--- config.mk ---
export PLATFORM = sky130hd
export DESIGN_NAME = load_store_unit_flat
export DESIGN_NICKNAME = d
export VERILOG_FILES = /design/src/rtl/load_store_unit_if.sv /design/src/rtl/load_store_unit.sv /design/src/flat_wrapper.sv
export SDC_FILE = /design/constraint.sdc
export NUM_CORES = 1
export LEC_CHECK = 0
export ABC_AREA = 1
export ABC_CLOCK_PERIOD_IN_PS = 5800
export CELL_PAD_IN_SITES_DETAIL_PLACEMENT = 0
export CELL_PAD_IN_SITES_GLOBAL_PLACEMENT = 1
export CORE_UTILIZATION = 32
export CTS_CLUSTER_DIAMETER = 40
export DETAILED_ROUTE_END_ITERATION = 10
export GPL_TIMING_DRIVEN = 1
export PLACE_DENSITY = 0.87
export SLEW_MARGIN = 20
export SYNTH_ARGS = -nofsm -noshare
export SYNTH_HDL_FRONTEND = slang
export SYNTH_SLANG_ARGS = --single-unit
--- constraint.sdc ---
create_clock -name clk -period 5.8 [get_ports clk]
set_input_delay 1.16 -clock clk [delete_from_list [all_inputs] [get_ports clk]]
set_output_delay 1.16 -clock clk [all_outputs]
set_load 0.01 [all_outputs]
--- src/rtl/load_store_unit_if.sv ---
// Core-side request/response channel of the load/store unit.
// master = execute stage, slave = load_store_unit.
interface load_store_unit_if;
  logic        req_valid;
  logic        req_ready;
  logic        req_store;
  logic [1:0]  req_size;
  logic        req_unsigned;
  logic [31:0] req_addr;
  logic [31:0] req_wdata;
  logic        resp_valid;
  logic        resp_ready;
  logic [31:0] resp_rdata;
  logic        resp_fault;

  modport master (
    output req_valid, req_store, req_size, req_unsigned, req_addr, req_wdata, resp_ready,
    input  req_ready, resp_valid, resp_rdata, resp_fault
  );

  modport slave (
    input  req_valid, req_store, req_size, req_unsigned, req_addr, req_wdata, resp_ready,
    output req_ready, resp_valid, resp_rdata, resp_fault
  );
endinterface

--- src/rtl/load_store_unit.sv ---
// Load/store unit: one transaction at a time against a byte-addressed big-endian RAM.
// Optional MISALIGN_TRAP_EN makes unaligned half/word accesses fault.
module load_store_unit #(
  parameter int unsigned MEM_BYTES = 4096
) (
  input  logic               clk,
  input  logic               rst,
  load_store_unit_if.slave   bus,
  output logic [2:0]         mem_write_enable_o,
  output logic [31:0]        mem_addr_o,
  output logic [31:0]        mem_data_in_o,
  input  logic [31:0]        mem_data_out_i
);

  typedef enum logic [1:0] {IDLE = 2'd0, ACCESS = 2'd1, RESP = 2'd2} state_e;

  state_e      state_q;
  logic        req_ready_q, resp_valid_q, resp_fault_q;
  logic        store_q, unsigned_q;
  logic [1:0]  size_q;
  logic [31:0] resp_rdata_q, mem_addr_q, mem_data_in_q;

  logic [2:0]  nbytes;
  logic [32:0] end_addr;
  logic        misalign, fault_d;
  logic [31:0] load_d;

  // Range check in 33 bits so addresses near 2^32 cannot wrap into range.
  always_comb begin
    case (bus.req_size)
      2'd1:    nbytes = 3'd2;
      2'd2:    nbytes = 3'd4;
      default: nbytes = 3'd1;
    endcase
    end_addr = {1'b0, bus.req_addr} + 33'(nbytes);
`ifdef MISALIGN_TRAP_EN
    misalign = (bus.req_size == 2'd1 && bus.req_addr[0]) ||
               (bus.req_size == 2'd2 && bus.req_addr[1:0] != 2'b00);
`else
    misalign = 1'b0;
`endif
    fault_d = (bus.req_size == 2'd3) || (end_addr > 33'(MEM_BYTES)) || misalign;
  end

  // RAM returns the addressed byte first, so narrow loads sit in the top bits.
  always_comb begin
    case (size_q)
      2'd0:    load_d = unsigned_q ? {24'h0, mem_data_out_i[31:24]}
                                   : {{24{mem_data_out_i[31]}}, mem_data_out_i[31:24]};
      2'd1:    load_d = unsigned_q ? {16'h0, mem_data_out_i[31:16]}
                                   : {{16{mem_data_out_i[31]}}, mem_data_out_i[31:16]};
      default: load_d = mem_data_out_i;
    endcase
  end

  always_comb begin
    mem_write_enable_o = 3'b000;
    if (state_q == ACCESS && store_q) begin
      case (size_q)
        2'd0:    mem_write_enable_o = 3'b100;
        2'd1:    mem_write_enable_o = 3'b010;
        2'd2:    mem_write_enable_o = 3'b001;
        default: mem_write_enable_o = 3'b000;
      endcase
    end
  end

  always_ff @(posedge clk) begin
    if (rst) begin
      state_q       <= IDLE;
      req_ready_q   <= 1'b1;
      resp_valid_q  <= 1'b0;
      resp_rdata_q  <= '0;
      resp_fault_q  <= 1'b0;
      mem_addr_q    <= '0;
      mem_data_in_q <= '0;
      store_q       <= 1'b0;
      unsigned_q    <= 1'b0;
      size_q        <= 2'd0;
    end else begin
      case (state_q)
        IDLE: if (bus.req_valid && req_ready_q) begin
          store_q       <= bus.req_store;
          size_q        <= bus.req_size;
          unsigned_q    <= bus.req_unsigned;
          mem_addr_q    <= bus.req_addr;
          mem_data_in_q <= bus.req_wdata;
          req_ready_q   <= 1'b0;
          if (fault_d) begin
            state_q      <= RESP;
            resp_valid_q <= 1'b1;
            resp_fault_q <= 1'b1;
            resp_rdata_q <= '0;
          end else begin
            state_q <= ACCESS;
          end
        end
        ACCESS: begin
          resp_rdata_q <= store_q ? 32'h0 : load_d;
          resp_fault_q <= 1'b0;
          resp_valid_q <= 1'b1;
          state_q      <= RESP;
        end
        RESP: if (bus.resp_ready) begin
          resp_valid_q <= 1'b0;
          req_ready_q  <= 1'b1;
          state_q      <= IDLE;
        end
        default: begin
          state_q      <= IDLE;
          req_ready_q  <= 1'b1;
          resp_valid_q <= 1'b0;
        end
      endcase
    end
  end

  assign bus.req_ready   = req_ready_q;
  assign bus.resp_valid  = resp_valid_q;
  assign bus.resp_rdata  = resp_rdata_q;
  assign bus.resp_fault  = resp_fault_q;
  assign mem_addr_o      = mem_addr_q;
  assign mem_data_in_o   = mem_data_in_q;

endmodule

--- src/flat_wrapper.sv ---
// flat-port wrapper written by rule: the top's interface ports become plain ports
module load_store_unit_flat 
#(
  parameter int unsigned MEM_BYTES = 4096
)
  (clk, rst, mem_write_enable_o, mem_addr_o, mem_data_in_o, mem_data_out_i, bus_req_valid, bus_req_store, bus_req_size, bus_req_unsigned, bus_req_addr, bus_req_wdata, bus_resp_ready, bus_req_ready, bus_resp_valid, bus_resp_rdata, bus_resp_fault);
  load_store_unit_if bus_i ();
  input  logic clk;
  input  logic rst;
  output logic [2:0] mem_write_enable_o;
  output logic [31:0] mem_addr_o;
  output logic [31:0] mem_data_in_o;
  input  logic [31:0] mem_data_out_i;
  input wire logic [$bits(bus_i.req_valid)-1:0] bus_req_valid;
  input wire logic [$bits(bus_i.req_store)-1:0] bus_req_store;
  input wire logic [$bits(bus_i.req_size)-1:0] bus_req_size;
  input wire logic [$bits(bus_i.req_unsigned)-1:0] bus_req_unsigned;
  input wire logic [$bits(bus_i.req_addr)-1:0] bus_req_addr;
  input wire logic [$bits(bus_i.req_wdata)-1:0] bus_req_wdata;
  input wire logic [$bits(bus_i.resp_ready)-1:0] bus_resp_ready;
  output wire logic [$bits(bus_i.req_ready)-1:0] bus_req_ready;
  output wire logic [$bits(bus_i.resp_valid)-1:0] bus_resp_valid;
  output wire logic [$bits(bus_i.resp_rdata)-1:0] bus_resp_rdata;
  output wire logic [$bits(bus_i.resp_fault)-1:0] bus_resp_fault;
  assign bus_i.req_valid = bus_req_valid;
  assign bus_i.req_store = bus_req_store;
  assign bus_i.req_size = bus_req_size;
  assign bus_i.req_unsigned = bus_req_unsigned;
  assign bus_i.req_addr = bus_req_addr;
  assign bus_i.req_wdata = bus_req_wdata;
  assign bus_i.resp_ready = bus_resp_ready;
  assign bus_req_ready = bus_i.req_ready;
  assign bus_resp_valid = bus_i.resp_valid;
  assign bus_resp_rdata = bus_i.resp_rdata;
  assign bus_resp_fault = bus_i.resp_fault;
  load_store_unit #(.MEM_BYTES(MEM_BYTES)) u_core (.clk(clk), .rst(rst), .bus(bus_i), .mem_write_enable_o(mem_write_enable_o), .mem_addr_o(mem_addr_o), .mem_data_in_o(mem_data_in_o), .mem_data_out_i(mem_data_out_i));
endmodule
==> impl_metrics.tcl, run 1 <==
set metrics [dict create \
    crit_family "simple AND/OR/NAND/NOR gates" \
    rrSetupSlack_ns 3.71 \
    cap_violations 0 \
    track_usage_pct 21.2 \
    final_cells 1223 \
    setup_viol 0 \
    synth_common_cells "nand2_1 (214), nor2_1 (144), dfxtp_1 (105)" \
    hold_viol_final 0 \
    drt-total-wl_microns 17800 \
    rr_startpoint "u_core.size_q[1]$_SDFFE_PP0P_" \
    synthXorXnorAreaFrac_pct 0.501 \
    slowest_delay_ns 0.52 \
    vias_per_cell 4.70 \
    chipWidth_microns 130 \
    grt_pass1_wl_microns 27800 \
    drtAntennaViolNets 0 \
    p_per_area_nw_per_um2 243 \
    rsz0062_at_grt "false" \
    synth_edf_count 0 \
    synthSimpleGateAreaFrac_pct 34.2 \
    yosysMostFrequentCell "nand2_1" \
    syn_to_final_growth_pct 48.2 \
    clkTransAtPathRegs_ns 0.08 \
    overflow 0 \
    min_period_ns 4.16 \
    startpoint "bus_req_size[0]" \
    row_count 46 \
    critPathRequiredTime_ns 6.09 \
    tns_ns 0 \
    gp_congestion 0.861 \
    clkLatencyLatePin_ns 0.36 \
    synth.top_cells.by_area "dfxtp_1 (40%), nand2_1 (15%), nor2_1 (10%)" \
    cts.sinks 105 \
    vias 5752 \
    synth-compound-area-share_pct 15.8 \
    synthDistinctLibCells 27 \
    ys_ff_latch 105 \
    synth_fp_nets 926 \
    wl_per_cell_microns 14.5 \
    hold_path.class "flop to flop" \
    cp.depth 20 \
    ctsHoldBuffers 0 \
    synth.mux.area_fraction_pct 0 \
    synth_top_cell_area_share_pct 40.0 \
    cts_max_level 3 \
    netlist_area_sq_um 5250 \
    die_h_microns 130 \
    grt_pass1_vias 5295 \
    leakagePower_nw 3.16 \
    worst_pin_slew_ns 1.00 \
    synth-main-ff-cell "dfxtp_1" \
    cts_tree "built" \
    hpwlAfterDp_microns 13400 \
    portBuffers 205 \
    finalCoreUtilization_pct 48.8 \
    core_sq_um 15900 \
    placed_cells 1207 \
    final_net_count 1113 \
    peakVddDrop_mv 0.183 \
    fmax_mhz 240 \
    crit_slowest_cell "clkdlybuf4s50_1" \
    fin_skew_ns 0.0136 \
    antenna_cells 0 \
    antenna_found_initial 0 \
    drive_gt1_share_pct 4.27 \
    ios 206 \
    path_buf_inv 2 \
    fin_crit_sh_pct 71.8 \
    drt-initial-drc-count 383 \
    critPathCapture "u_core.bus.resp_rdata[12]$_SDFFE_PP0P_" \
    start_kind "input pin" \
    drv_slew 0 \
    arrival_ns 4.45 \
    seq_area_frac_synth_pct 40.0 \
    cts_max_path_buffers 2 \
    timing.rr.end "u_core.bus.resp_rdata[8]$_SDFFE_PP0P_" \
    worstPathCellList "clkdlybuf4s50_1 -> inv_1 -> ha_1 -> ha_1 -> fa_1 -> nand2_1 -> nand2_1 -> nand3_1 -> nor2_2 -> nand2_1 -> nand2_1 -> nor2_1 -> nand2_1 -> nor2_1 -> nand3_1 -> nor2_1 -> nand3_2 -> nand2_4 -> nand2_1 -> a21oi_1" \
    cts_root_buffer "clkbuf_16" \
    ys_warn_count 0 \
    grt_max_degree 53 \
    start_util_pct 32.9 \
    max_slew_margin_pct 32.8 \
    synthCells 815 \
    synthAdderAreaFrac_pct 1.81 \
    post_cts_buffers 0 \
    avgSynthCellArea_sq_um 6.44 \
    cts_made_buffers 9 \
    critical_path.endpoint_type "flop" \
    path_class "input pin to flop" \
    die_area_sq_um 16900 \
    outcome "finished clean" \
    cts_resized 0 \
    crit_top_cell "nand2_1" \
    crit_fanout 34 \
    yosys.area.top_type "dfxtp_1" \
    ys_async_sr_fraction_pct 0 \
    dr.pass1.iters 5 \
    synth_top_family_by_area "simple AND/OR/NAND/NOR gates" \
    drcViolationCount 0 \
    r2r_cells 5 \
]
## sequential cells by signal, summed over array words and instances, names as in the netlist, 2 cells and up
register and count:
u_core.bus.resp_rdata 32, u_core.mem_addr_o 32, u_core.mem_data_in_o 32, u_core.size_q 2
u_core.state_q 2
## power breakdown
part,leakage [nW],internal (mW),total [mW],switching (mW)
Clock,0.147,0.352,0.647,0.295
Combinational,2.15,0.207,0.431,0.224
Sequential,0.862,0.777,0.809,0.0327
Total,3.16,1.34,1.89,0.552
## tightest hold or removal path: stages, from the launching register on
cell and delay, ns:
dfxtp_1 0.31, nand2_1 0.06, a21oi_1 0.05
## final cells by class
cell class,instances,area (sq um)
fill,1615,8160
sequential,105,2100
inverter,65,244
clock buffer,10,239
clock inverter,6,73.8
timing repair buffer,211,2100
multi-input combinational,610,2760
tap,216,270
## kinds of logic after synthesis
family | Yosys count
AOI/OAI and AO/OA | 164
xor gates and xnor gates | 3
adders and majority gates | 7
buffers and inverters | 100
DFF | 105
and+or+nand+nor | 436
## layout by cell type (no fill, tap or decap), types with 6 or more instances in the layout
cell	instances
dfxtp_1	105
ha_1	6
o21ai_0	92
buf_4	6
nor2_1	142
nand3_1	48
clkbuf_16	9
nor2_2	9
a21oi_1	69
nand2_1	214
inv_1	62
clkdlybuf4s50_1	205
## per-stage QoR
stage / worst slack (ns) / hold WS (ns) / instance area, sq um / power [mW]
floorplan: 2.23 / 0.469 / 5250 / 1.02
global placement: 1.36 / 0.447 / 7470 / 1.26
detailed placement: 1.25 / 0.452 / 7470 / 1.26
CTS: 1.65 / 0.465 / 7780 / 1.91
global route: 1.26 / 0.483 / 7780 / 1.99
finish: 1.64 / 0.462 / 7780 / 1.89
## worst min-delay path by stage
stage	startpoint	slack [ns]	endpoint	depth (start not counted)
final	u_core.bus.resp_rdata[17]$_SDFFE_PP0P_	0.46	u_core.bus.resp_rdata[17]$_SDFFE_PP0P_	2
after global routing	u_core.bus.resp_rdata[18]$_SDFFE_PP0P_	0.48	u_core.bus.resp_rdata[18]$_SDFFE_PP0P_	2
after CTS	u_core.bus.resp_rdata[17]$_SDFFE_PP0P_	0.46	u_core.bus.resp_rdata[17]$_SDFFE_PP0P_	2
after detailed placement	u_core.bus.resp_rdata[17]$_SDFFE_PP0P_	0.45	u_core.bus.resp_rdata[17]$_SDFFE_PP0P_	2
after global placement	u_core.bus.resp_rdata[11]$_SDFFE_PP0P_	0.45	u_core.bus.resp_rdata[11]$_SDFFE_PP0P_	2
after floorplan	u_core.unsigned_q$_SDFFE_PP0P_	0.47	u_core.unsigned_q$_SDFFE_PP0P_	2
## per-layer routing
layer  up-vias  wire length, microns  global-route usage [%]
li1       2989                     -                       -
met1      2561                  8250                    28.3
met2       189                  8160                    34.0
met3        13                  1230                    5.62
met4         0                   149                    4.79
met5         -                     0                       0
Power figures use the tool's default switching activity.
==> run 2: changes to the inputs <==
Settings changed: ABC_CLOCK_PERIOD_IN_PS 5800 to 4000, CORE_UTILIZATION 32 to 30, PLACE_DENSITY 0.87 to 0.83.
Clock period 5.8 ns to 4 ns, I/O delays scaled along.
==> impl_metrics.tcl, run 2 (synthesis results as in run 1) <==
set metrics [dict create \
    outcome "finished clean" \
    drtAntennaViolNets 0 \
    antenna_cells 0 \
    portBuffers 205 \
    hold_viol_final 0 \
    drive_gt1_share_pct 4.92 \
    final_cells 1236 \
    hold_start "u_core.bus.resp_rdata[13]$_SDFFE_PP0P_" \
    leakagePower_nw 3.20 \
    grt_pass1_wl_microns 28800 \
    max_slew_margin_pct 48.4 \
    row_count 47 \
    whs_path_depth 2 \
    start_util_pct 31.2 \
    antenna_found_initial 0 \
    placed_cells 1220 \
    final_net_count 1122 \
    die_area_sq_um 18000 \
    die_h_microns 134 \
    peakVddDrop_mv 0.210 \
    fin_crit_sh_pct 90.1 \
    gp_congestion 0.870 \
    p_per_area_nw_per_um2 341 \
    rrSetupSlack_ns 1.94 \
    num-fill-cells 1750 \
    track_usage_pct 20.3 \
    fin_skew_ns 0.00838 \
    vias_per_cell 4.69 \
    whs_endpoint "u_core.bus.resp_rdata[13]$_SDFFE_PP0P_" \
    drt-initial-drc-count 376 \
    hpwlAfterDp_microns 13700 \
    arrival_ns 3.89 \
    syn_to_final_growth_pct 49.4 \
    whs_ns 0.459 \
    cts_max_level 3 \
    rr_startpoint "u_core.size_q[1]$_SDFFE_PP0P_" \
    cts_resized 0 \
    drv_slew 0 \
    core_sq_um 16800 \
    final_cell_mix "nand2_1 (214), clkdlybuf4s50_1 (205), nor2_1 (143)" \
    post_cts_buffers 0 \
    setup_viol 0 \
    cts_tree "built" \
    drcViolationCount 0 \
    tns_ns 0 \
    cts.sinks 105 \
    crit_fanout 22 \
    critPathRequiredTime_ns 4.28 \
    grt_max_degree 53 \
    fmax_mhz 278 \
    cap_violations 0 \
    start_kind "input pin" \
    dr.pass1.iters 6 \
    hold_path.class "flop to flop" \
    vias 5798 \
    drt-total-wl_microns 18100 \
    path_class "input pin to flop" \
    critical_path.endpoint_type "flop" \
    r2r_cells 7 \
    cts_root_buffer "clkbuf_16" \
    clkLatencyLatePin_ns 0.35 \
    overflow 0 \
    ctsHoldBuffers 0 \
    clkTransAtPathRegs_ns 0.08 \
    cts_made_buffers 9 \
    min_period_ns 3.60 \
    rsz0062_at_grt "false" \
    cts_max_path_buffers 2 \
    worst_pin_slew_ns 0.774 \
    grt_pass1_vias 5466 \
    final_common_cell "nand2_1" \
    timing.rr.end "u_core.bus.resp_rdata[15]$_SDFFE_PP0P_" \
    chipWidth_microns 134 \
    wl_per_cell_microns 14.7 \
    ios 206 \
]
## run 2: cell types whose count changed in the layout (fill, tap and decap cells not counted), sizes merged
cell	change
bufinv	-1
clkinv	+1
buf	+9
## run 2: layer usage
metal  global-route usage, %  vias to the layer above  routed length (microns)  part of all wire, %
li1                        -                     3007                        -                    -
met1                    28.3                     2616                     8900                   49
met2                    30.9                      156                     7800                   43
met3                    4.31                       19                     1140                  6.3
met4                    6.74                        0                      280                  1.5
met5                       0                        -                        0                    0
## run 2: layout make-up
cell class	count	area, sq um	area share [%]
multi-input cells	610	2750	35.1
repair buffers	220	2190	27.9
flip-flops and latches	105	2100	26.8
well taps	220	275	3.51
inverters	65	244	3.11
clock buffers	10	229	2.92
clock inverters	6	51.3	0.654
## run 2: worst max-delay path, stage by stage
cell             delay (ns)
clkdlybuf4s50_1        0.48
inv_1                  0.06
ha_1                   0.30
ha_1                   0.21
fa_1                   0.42
or2_2                  0.29
nor2_1                 0.11
nand3_1                0.08
nor2_1                 0.10
nand2_1                0.05
nor2_1                 0.10
nand2_1                0.05
nand2_1                0.08
inv_1                  0.04
nor2_1                 0.13
nand3_2                0.13
nand2_4                0.12
buf_12                 0.16
nand2_1                0.06
a21oi_1                0.12
## run 2: power breakdown
part	total, mW	internal (mW)	leakage, nW	switching (mW)
sequential	1.17	1.13	0.862	0.0475
clock	0.862	0.432	0.133	0.430
combinational	0.643	0.313	2.21	0.329
## run 2: how the worst max path moves through the flow
stage                               start                                endpoint  slack, ns  cells past startpoint
after global placement    bus_req_size[0]  u_core.bus.resp_rdata[16]$_SDFFE_PP0P_        0.1                     20
after CTS                 bus_req_size[0]  u_core.bus.resp_rdata[29]$_SDFFE_PP0P_       0.38                     20
after floorplan           bus_req_size[0]  u_core.bus.resp_rdata[25]$_SDFFE_PP0P_       0.79                     19
after detailed placement  bus_req_size[0]  u_core.bus.resp_rdata[28]$_SDFFE_PP0P_       0.01                     20
final                     bus_req_size[0]  u_core.bus.resp_rdata[29]$_SDFFE_PP0P_       0.40                     20
after global routing      bus_req_size[0]  u_core.bus.resp_rdata[29]$_SDFFE_PP0P_       0.12                     21
## run 2: per-stage QoR
| stage | cell area (sq um) | power [mW] | worst slack [ns] | utilization, % |
|---|---|---|---|---|
| final | 7840 | 2.68 | 0.396 | 46.6 |
| after detailed placement | 7560 | 1.84 | 0.00956 | 45.0 |
| after CTS | 7840 | 2.71 | 0.382 | 46.6 |
| after floorplan | 5250 | 1.48 | 0.787 | - |
| after global placement | 7560 | 1.84 | 0.0996 | 45.0 |
| after global routing | 7840 | 2.82 | 0.120 | 46.6 |
